## src/rtl/uart_tx_frame_if.sv

```systemverilog
// Purpose : parallel-side and serial-side signal bundle of the UART frame transmitter.
// Ports   : P_DATA/DATA_VALID/PAR_EN/PAR_TYP flow toward the transmitter; TX_OUT/Busy flow back.
// Modports: master = byte source (also observes line + Busy), slave = uart_tx_frame.
interface uart_tx_frame_if #(
    parameter int DATA_WIDTH = 8
);
    logic [DATA_WIDTH-1:0] P_DATA;
    logic                  DATA_VALID;
    logic                  PAR_EN;
    logic                  PAR_TYP;
    logic                  TX_OUT;
    logic                  Busy;

    modport master (
        output P_DATA,
        output DATA_VALID,
        output PAR_EN,
        output PAR_TYP,
        input  TX_OUT,
        input  Busy
    );

    modport slave (
        input  P_DATA,
        input  DATA_VALID,
        input  PAR_EN,
        input  PAR_TYP,
        output TX_OUT,
        output Busy
    );
endinterface

```

## src/rtl/uart_tx_frame.sv

```systemverilog
// Purpose : UART frame serializer - start bit, DATA_WIDTH data bits LSB first, optional parity, stop.
// Latency : start bit appears on TX_OUT one CLK after the accepting edge; one bit per CLK.
// Backpr. : no queue; DATA_VALID is only honoured in IDLE or the final stop cycle, ignored otherwise.
//
// Ports   : CLK (TX baud clock, posedge), RST (async, active-low),
//           bus (uart_tx_frame_if.slave): P_DATA, DATA_VALID, PAR_EN, PAR_TYP in; TX_OUT, Busy out.
// Option  : define UART_TX_TWO_STOP_EN for two stop bits (accept window = second stop cycle only).
module uart_tx_frame #(
    parameter int DATA_WIDTH = 8
) (
    input  logic           CLK,
    input  logic           RST,
    uart_tx_frame_if.slave bus
);
    localparam int            CW       = $clog2(DATA_WIDTH);
    localparam logic [CW-1:0] LAST_BIT = CW'(DATA_WIDTH - 1);

    typedef enum logic [2:0] {
        IDLE   = 3'd0,
        START  = 3'd1,
        DATA   = 3'd2,
        PARITY = 3'd3,
        STOP   = 3'd4
    } state_t;

    state_t                state_q,   state_d;
    logic [CW-1:0]         cnt_q,     cnt_d;
    logic [DATA_WIDTH-1:0] data_q,    data_d;
    logic                  par_en_q,  par_en_d;
    logic                  par_typ_q, par_typ_d;
    logic                  tx_q,      tx_d;
    logic                  busy_q,    busy_d;

    // High during the stop cycle in which a new frame may be accepted.
    logic stop_last;

`ifdef UART_TX_TWO_STOP_EN
    logic stop_cnt_q, stop_cnt_d;
    assign stop_last = stop_cnt_q;
`else
    assign stop_last = 1'b1;
`endif

    logic accept;
    assign accept = bus.DATA_VALID &&
                    ((state_q == IDLE) || ((state_q == STOP) && stop_last));

    always_comb begin
        state_d   = state_q;
        cnt_d     = cnt_q;
        data_d    = data_q;
        par_en_d  = par_en_q;
        par_typ_d = par_typ_q;
        tx_d      = 1'b1;
        busy_d    = 1'b0;
`ifdef UART_TX_TWO_STOP_EN
        stop_cnt_d = stop_cnt_q;
`endif

        // Snapshot data and framing config so the frame in flight is immune to input changes.
        if (accept) begin
            data_d    = bus.P_DATA;
            par_en_d  = bus.PAR_EN;
            par_typ_d = bus.PAR_TYP;
        end

        case (state_q)
            IDLE: begin
                if (accept) state_d = START;
            end
            START: begin
                state_d = DATA;
                cnt_d   = '0;
            end
            DATA: begin
                if (cnt_q == LAST_BIT) begin
                    cnt_d   = '0;
                    state_d = par_en_q ? PARITY : STOP;
                end else begin
                    cnt_d = cnt_q + CW'(1);
                end
            end
            PARITY: begin
                state_d = STOP;
            end
            STOP: begin
`ifdef UART_TX_TWO_STOP_EN
                if (!stop_cnt_q) begin
                    stop_cnt_d = 1'b1;
                end else begin
                    stop_cnt_d = 1'b0;
                    state_d    = accept ? START : IDLE;
                end
`else
                state_d = accept ? START : IDLE;
`endif
            end
            default: begin
                state_d = IDLE;
            end
        endcase

        // Line level is decoded from the next state so TX_OUT and state update on the same edge.
        case (state_d)
            START:   tx_d = 1'b0;
            DATA:    tx_d = data_q[cnt_d];
            PARITY:  tx_d = (^data_q) ^ par_typ_q;
            default: tx_d = 1'b1;
        endcase

        busy_d = (state_d != IDLE);
    end

    always_ff @(posedge CLK or negedge RST) begin
        if (!RST) begin
            state_q   <= IDLE;
            cnt_q     <= '0;
            data_q    <= '0;
            par_en_q  <= 1'b0;
            par_typ_q <= 1'b0;
            tx_q      <= 1'b1;
            busy_q    <= 1'b0;
        end else begin
            state_q   <= state_d;
            cnt_q     <= cnt_d;
            data_q    <= data_d;
            par_en_q  <= par_en_d;
            par_typ_q <= par_typ_d;
            tx_q      <= tx_d;
            busy_q    <= busy_d;
        end
    end

`ifdef UART_TX_TWO_STOP_EN
    always_ff @(posedge CLK or negedge RST) begin
        if (!RST) stop_cnt_q <= 1'b0;
        else      stop_cnt_q <= stop_cnt_d;
    end
`endif

    assign bus.TX_OUT = tx_q;
    assign bus.Busy   = busy_q;
endmodule
```

## src/flat_wrapper.sv

```systemverilog
// flat-port wrapper written by rule: the top's interface ports become plain ports
module uart_tx_frame_flat 
#(
    parameter int DATA_WIDTH = 8
)
  (CLK, RST, bus_P_DATA, bus_DATA_VALID, bus_PAR_EN, bus_PAR_TYP, bus_TX_OUT, bus_Busy);
  uart_tx_frame_if #(.DATA_WIDTH(DATA_WIDTH)) bus_i ();
  input  logic CLK;
  input  logic RST;
  input wire logic [$bits(bus_i.P_DATA)-1:0] bus_P_DATA;
  input wire logic [$bits(bus_i.DATA_VALID)-1:0] bus_DATA_VALID;
  input wire logic [$bits(bus_i.PAR_EN)-1:0] bus_PAR_EN;
  input wire logic [$bits(bus_i.PAR_TYP)-1:0] bus_PAR_TYP;
  output wire logic [$bits(bus_i.TX_OUT)-1:0] bus_TX_OUT;
  output wire logic [$bits(bus_i.Busy)-1:0] bus_Busy;
  assign bus_i.P_DATA = bus_P_DATA;
  assign bus_i.DATA_VALID = bus_DATA_VALID;
  assign bus_i.PAR_EN = bus_PAR_EN;
  assign bus_i.PAR_TYP = bus_PAR_TYP;
  assign bus_TX_OUT = bus_i.TX_OUT;
  assign bus_Busy = bus_i.Busy;
  uart_tx_frame #(.DATA_WIDTH(DATA_WIDTH)) u_core (.CLK(CLK), .RST(RST), .bus(bus_i));
endmodule
```

## config.mk

```make
export PLATFORM = sky130hd
export DESIGN_NAME = uart_tx_frame_flat
export DESIGN_NICKNAME = d
export VERILOG_FILES = /design/src/rtl/uart_tx_frame_if.sv /design/src/rtl/uart_tx_frame.sv /design/src/flat_wrapper.sv
export SDC_FILE = /design/constraint.sdc
export NUM_CORES = 1
export LEC_CHECK = 0
export ABC_CLOCK_PERIOD_IN_PS = 5700
export CORE_MARGIN = 1
export CORE_UTILIZATION = 50
export CTS_CLUSTER_DIAMETER = 80
export CTS_CLUSTER_SIZE = 28
export DETAILED_ROUTE_END_ITERATION = 10
export HOLD_SLACK_MARGIN = 0.12
export PLACE_DENSITY = 0.85
export SYNTH_ARGS = -nofsm -noshare
export SYNTH_HDL_FRONTEND = slang
export SYNTH_SLANG_ARGS = --single-unit
```

## constraint.sdc

```tcl
create_clock -name CLK -period 5.7 [get_ports CLK]
set_input_delay 0.855 -clock CLK [delete_from_list [all_inputs] [get_ports CLK]]
set_output_delay 0.855 -clock CLK [all_outputs]
set_load 0.01 [all_outputs]
```

==> summary.txt <==
Floorplanning
  – Die ar.: 2200 um2
  – Die X: 46.9 um
  – Initial core utilization: 55.8%
  – Cell Rows: 15
  – Core ar.: 1800 um2
  – Chip height: 46.9 um
  – I/O Pins: 15

Timing
  – Peak Freq: 456 MHz
  – Clock Skew: between 0.008 and 0.009 ns
  – Setup violations, final: 0
  – Final Max Slew Viols: 0
  – Tmin final: approximately 2.2 ns
  – Final Hold Vio Count: 0
  – RSZ-0062 raised after global routing: no
  – Worst slew pin tran: between 0.7 and 0.8 ns
  – Setup TNS: 0 ns
  – Crit share post-route: 38.5%
  – Max-slew headroom: between 40% and 50%

Setup path
  – Delay-heaviest family, CP: flip-flops
  – Crit-path max FO: 1
  – Crit Path Category: reg -> out
  – CP endpoint kind: primary output
  – Worst r2r path cells: 7
  – Bufs and invs on worst path: 1
  – Worst EP arrival: 1.34 ns
  – Crit-path max cell delay: 0.52 ns
  – RR Startpoint: u_core.cnt_q[0]
  – WP depth: 1
  – FF-to-FF End: u_core.bus.TX_OUT
  – Worst reg2reg setup slack: 3.64 ns
  – CP required: 4.85 ns
  – Crit. Startpoint: u_core.bus.TX_OUT
  – CP Launch Type: flop
  – Worst path cell trace: clkdlybuf4s50_1
  – Slowest cell on crit path: dfstp_2
  – Worst Setup EP: bus_TX_OUT

Clock tree
  – Deepest clock path buffer count: 2
  – CTS Root Buffer Type: clkbuf_4
  – Clk Latency, worst-skew pair: 0.30 ns
  – H-tree depth: 1
  – CTS Hold Bufs: 0
  – Clk sinks: 18
  – Setup Buffers After CTS: 0
  – PostCTS Resize Cnt: 0
  – TritonCTS Buffers: 3
  – CTS tree: done
  – Clock-pin slew on the worst setup and hold paths: around 0.1 ns

Yosys
  – Seq/Total Area, Yosys: 44.9%
  – Post-synth EDFFs: 0
  – Syn Inst Count: 87
  – Adder-Cell Fraction of Synth Area: approximately 2.5%
  – Post-synth cell types: 37
  – Async SR Flop Fraction: 100%
  – Multiplexer share of the synthesized area: 11.1%
  – Net Count, Synth: 102
  – Most used DFF post-synth: dfrtp_1
  – Complex-gate fraction of the synthesized area: around 17%
  – Post-synthesis simple-gate area fraction: 12.9%
  – FF+latch count, synth: 18
  – Largest family of logic cells by synthesized area: compound AO/OA/AOI/OAI gates
  – Syn_area_per_cell: 11.6 um2
  – XOR/XNOR Fraction of Synth Area: 7.46%
  – YS warnings: 0
  – Synth Cell Area: 1010 um2

Global routing
  – Global Route Usage Sum: 19.7%
  – GRT overflow: 0
  – Largest net degree at the start of global routing: 19
  – First-pass GRT wire length: 2.95 mm
  – Initial antenna violation count: 0
  – Number of global-route vias before repair: 671

Placement
  – HPWL Detailed: 1.35 mm
  – Cell Area, Placed: about 1200 um2
  – Port Buffers: 14
  – Gp weighted congestion: 0.807

Route
  – DRT Wirelength: 1.76 mm
  – First drt pass iteration count: 2
  – Vias/cell: about 5.6
  – DRC violations left: 0
  – Vias: 716
  – Starting DRC count in detailed routing: 11
  – Final ANT Viol Nets: 0
  – WL per Instance: 13.7 um

Final layout
  – Share of cells above drive strength 1: 20.4%
  – Area growth syn-to-layout: 18.4%
  – Antenna cells: 0
  – Nets@finish: 119
  – Design Area, Final: 1190 um2

Power and ir drop
  – Cell area power density: 569 nW/um2
  – Overall Power: 0.000678 W
  – Worst vdd ir: about 0.4 mV
  – Pleak: 0.509 nW

Hold path
  – Worst Hold Depth: 1
  – Hold crit path type: reg -> reg

Flow run
  – Maxcap violations: 0

Run status
  – Outcome: finished clean
[synth_stat cells, types with 2 or more instances]
| library cell | count | area share, % |
|---|---|---|
| dfrtp_1 | 17 | 42 |
| mux2_2 | 9 | 10 |
| inv_1 | 7 | 2.6 |
| nand2_1 | 5 | 1.9 |
| a21oi_1 | 4 | 2.0 |
| o21ai_0 | 4 | 2.0 |
| xnor2_1 | 4 | 3.5 |
| o2111ai_1 | 3 | 2.6 |
| ha_1 | 2 | 2.5 |
| nand2b_1 | 2 | 1.2 |
| nand3_1 | 2 | 1.0 |
| nor2b_1 | 2 | 1.2 |
| xor2_1 | 2 | 1.7 |
[power breakdown]
part,internal [W],switching (W)
combinational,0.000213,0.000146
sequential,0.000188,0.0000639
clock,0.0000273,0.0000397
total,0.000428,0.000249
[flip-flops by register name, indices dropped and copies added, names as in the netlist]
register,cells
u_core.bus.Busy,1
u_core.bus.TX_OUT,1
u_core.cnt_q,3
u_core.data_q,8
u_core.par_en_q,1
u_core.par_typ_q,1
u_core.state_q,3
[layer usage]
| layer | global-route usage (%) | vias up | wire length (um) |
|---|---|---|---|
| met2 | 31.7 | 11 | 830 |
| met3 | 2.31 | 5 | 48 |
| met1 | 26.3 | 351 | 838 |
| li1 | - | 349 | - |
| met4 | 10.3 | 0 | 40 |
| met5 | 0 | - | 0 |
[cells by family after synthesis]
logic type / after synthesis
DFF: 18
and+or+nand+nor: 19
muxes: 10
adders and majority gates: 2
AOI/OAI and AO/OA: 21
buffers and inverters: 10
xor gates and xnor gates: 7
[metrics by stage]
step                      cells  hold WS [ns]  setup WS (ns)  utilization [%]
final                       128         0.540           3.51             66.1
after global routing        128         0.576           3.46             66.1
after detailed placement    124         0.526           3.44             64.7
after CTS                   128         0.549           3.49             66.1
after floorplan              87         0.495           3.76                -
after global placement      124         0.518           3.48             64.7
[cell type report]
type / count / area (um2)
Fill cell: 153 / 611
Multi-Input combinational cell: 59 / 508
Sequential cell: 18 / 452
Timing Repair Buffer: 15 / 148
Tap cell: 25 / 31.3
Clock buffer: 4 / 26.3
Inverter: 7 / 26.3
[worst min-delay path by stage]
stage / startpoint / end / slack (ns)
detailed placement: u_core.par_typ_q / u_core.par_typ_q / 0.53
CTS: u_core.par_typ_q / u_core.par_typ_q / 0.55
global placement: u_core.par_typ_q / u_core.par_typ_q / 0.52
finish: u_core.par_typ_q / u_core.par_typ_q / 0.54
floorplan: u_core.par_en_q / u_core.par_en_q / 0.50
global route: u_core.par_typ_q / u_core.par_typ_q / 0.58
[placed cells by master, fill, tap and decap left out, drive strengths merged, types with 2 or more instances in the layout]
| cell type | instances |
|---|---|
| mux2 | 9 |
| nand2b | 2 |
| inv | 7 |
| nand3 | 2 |
| dfrtp | 17 |
| clkbuf | 4 |
| o21ai | 4 |
| nor2b | 2 |
| nor3b | 2 |
| o2111ai | 3 |
| ha | 2 |
| xor2 | 2 |
| clkdlybuf4s50 | 14 |
| xnor2 | 4 |
| a21oi | 4 |
| nand2 | 5 |
(Power assumes the default switching activity.)
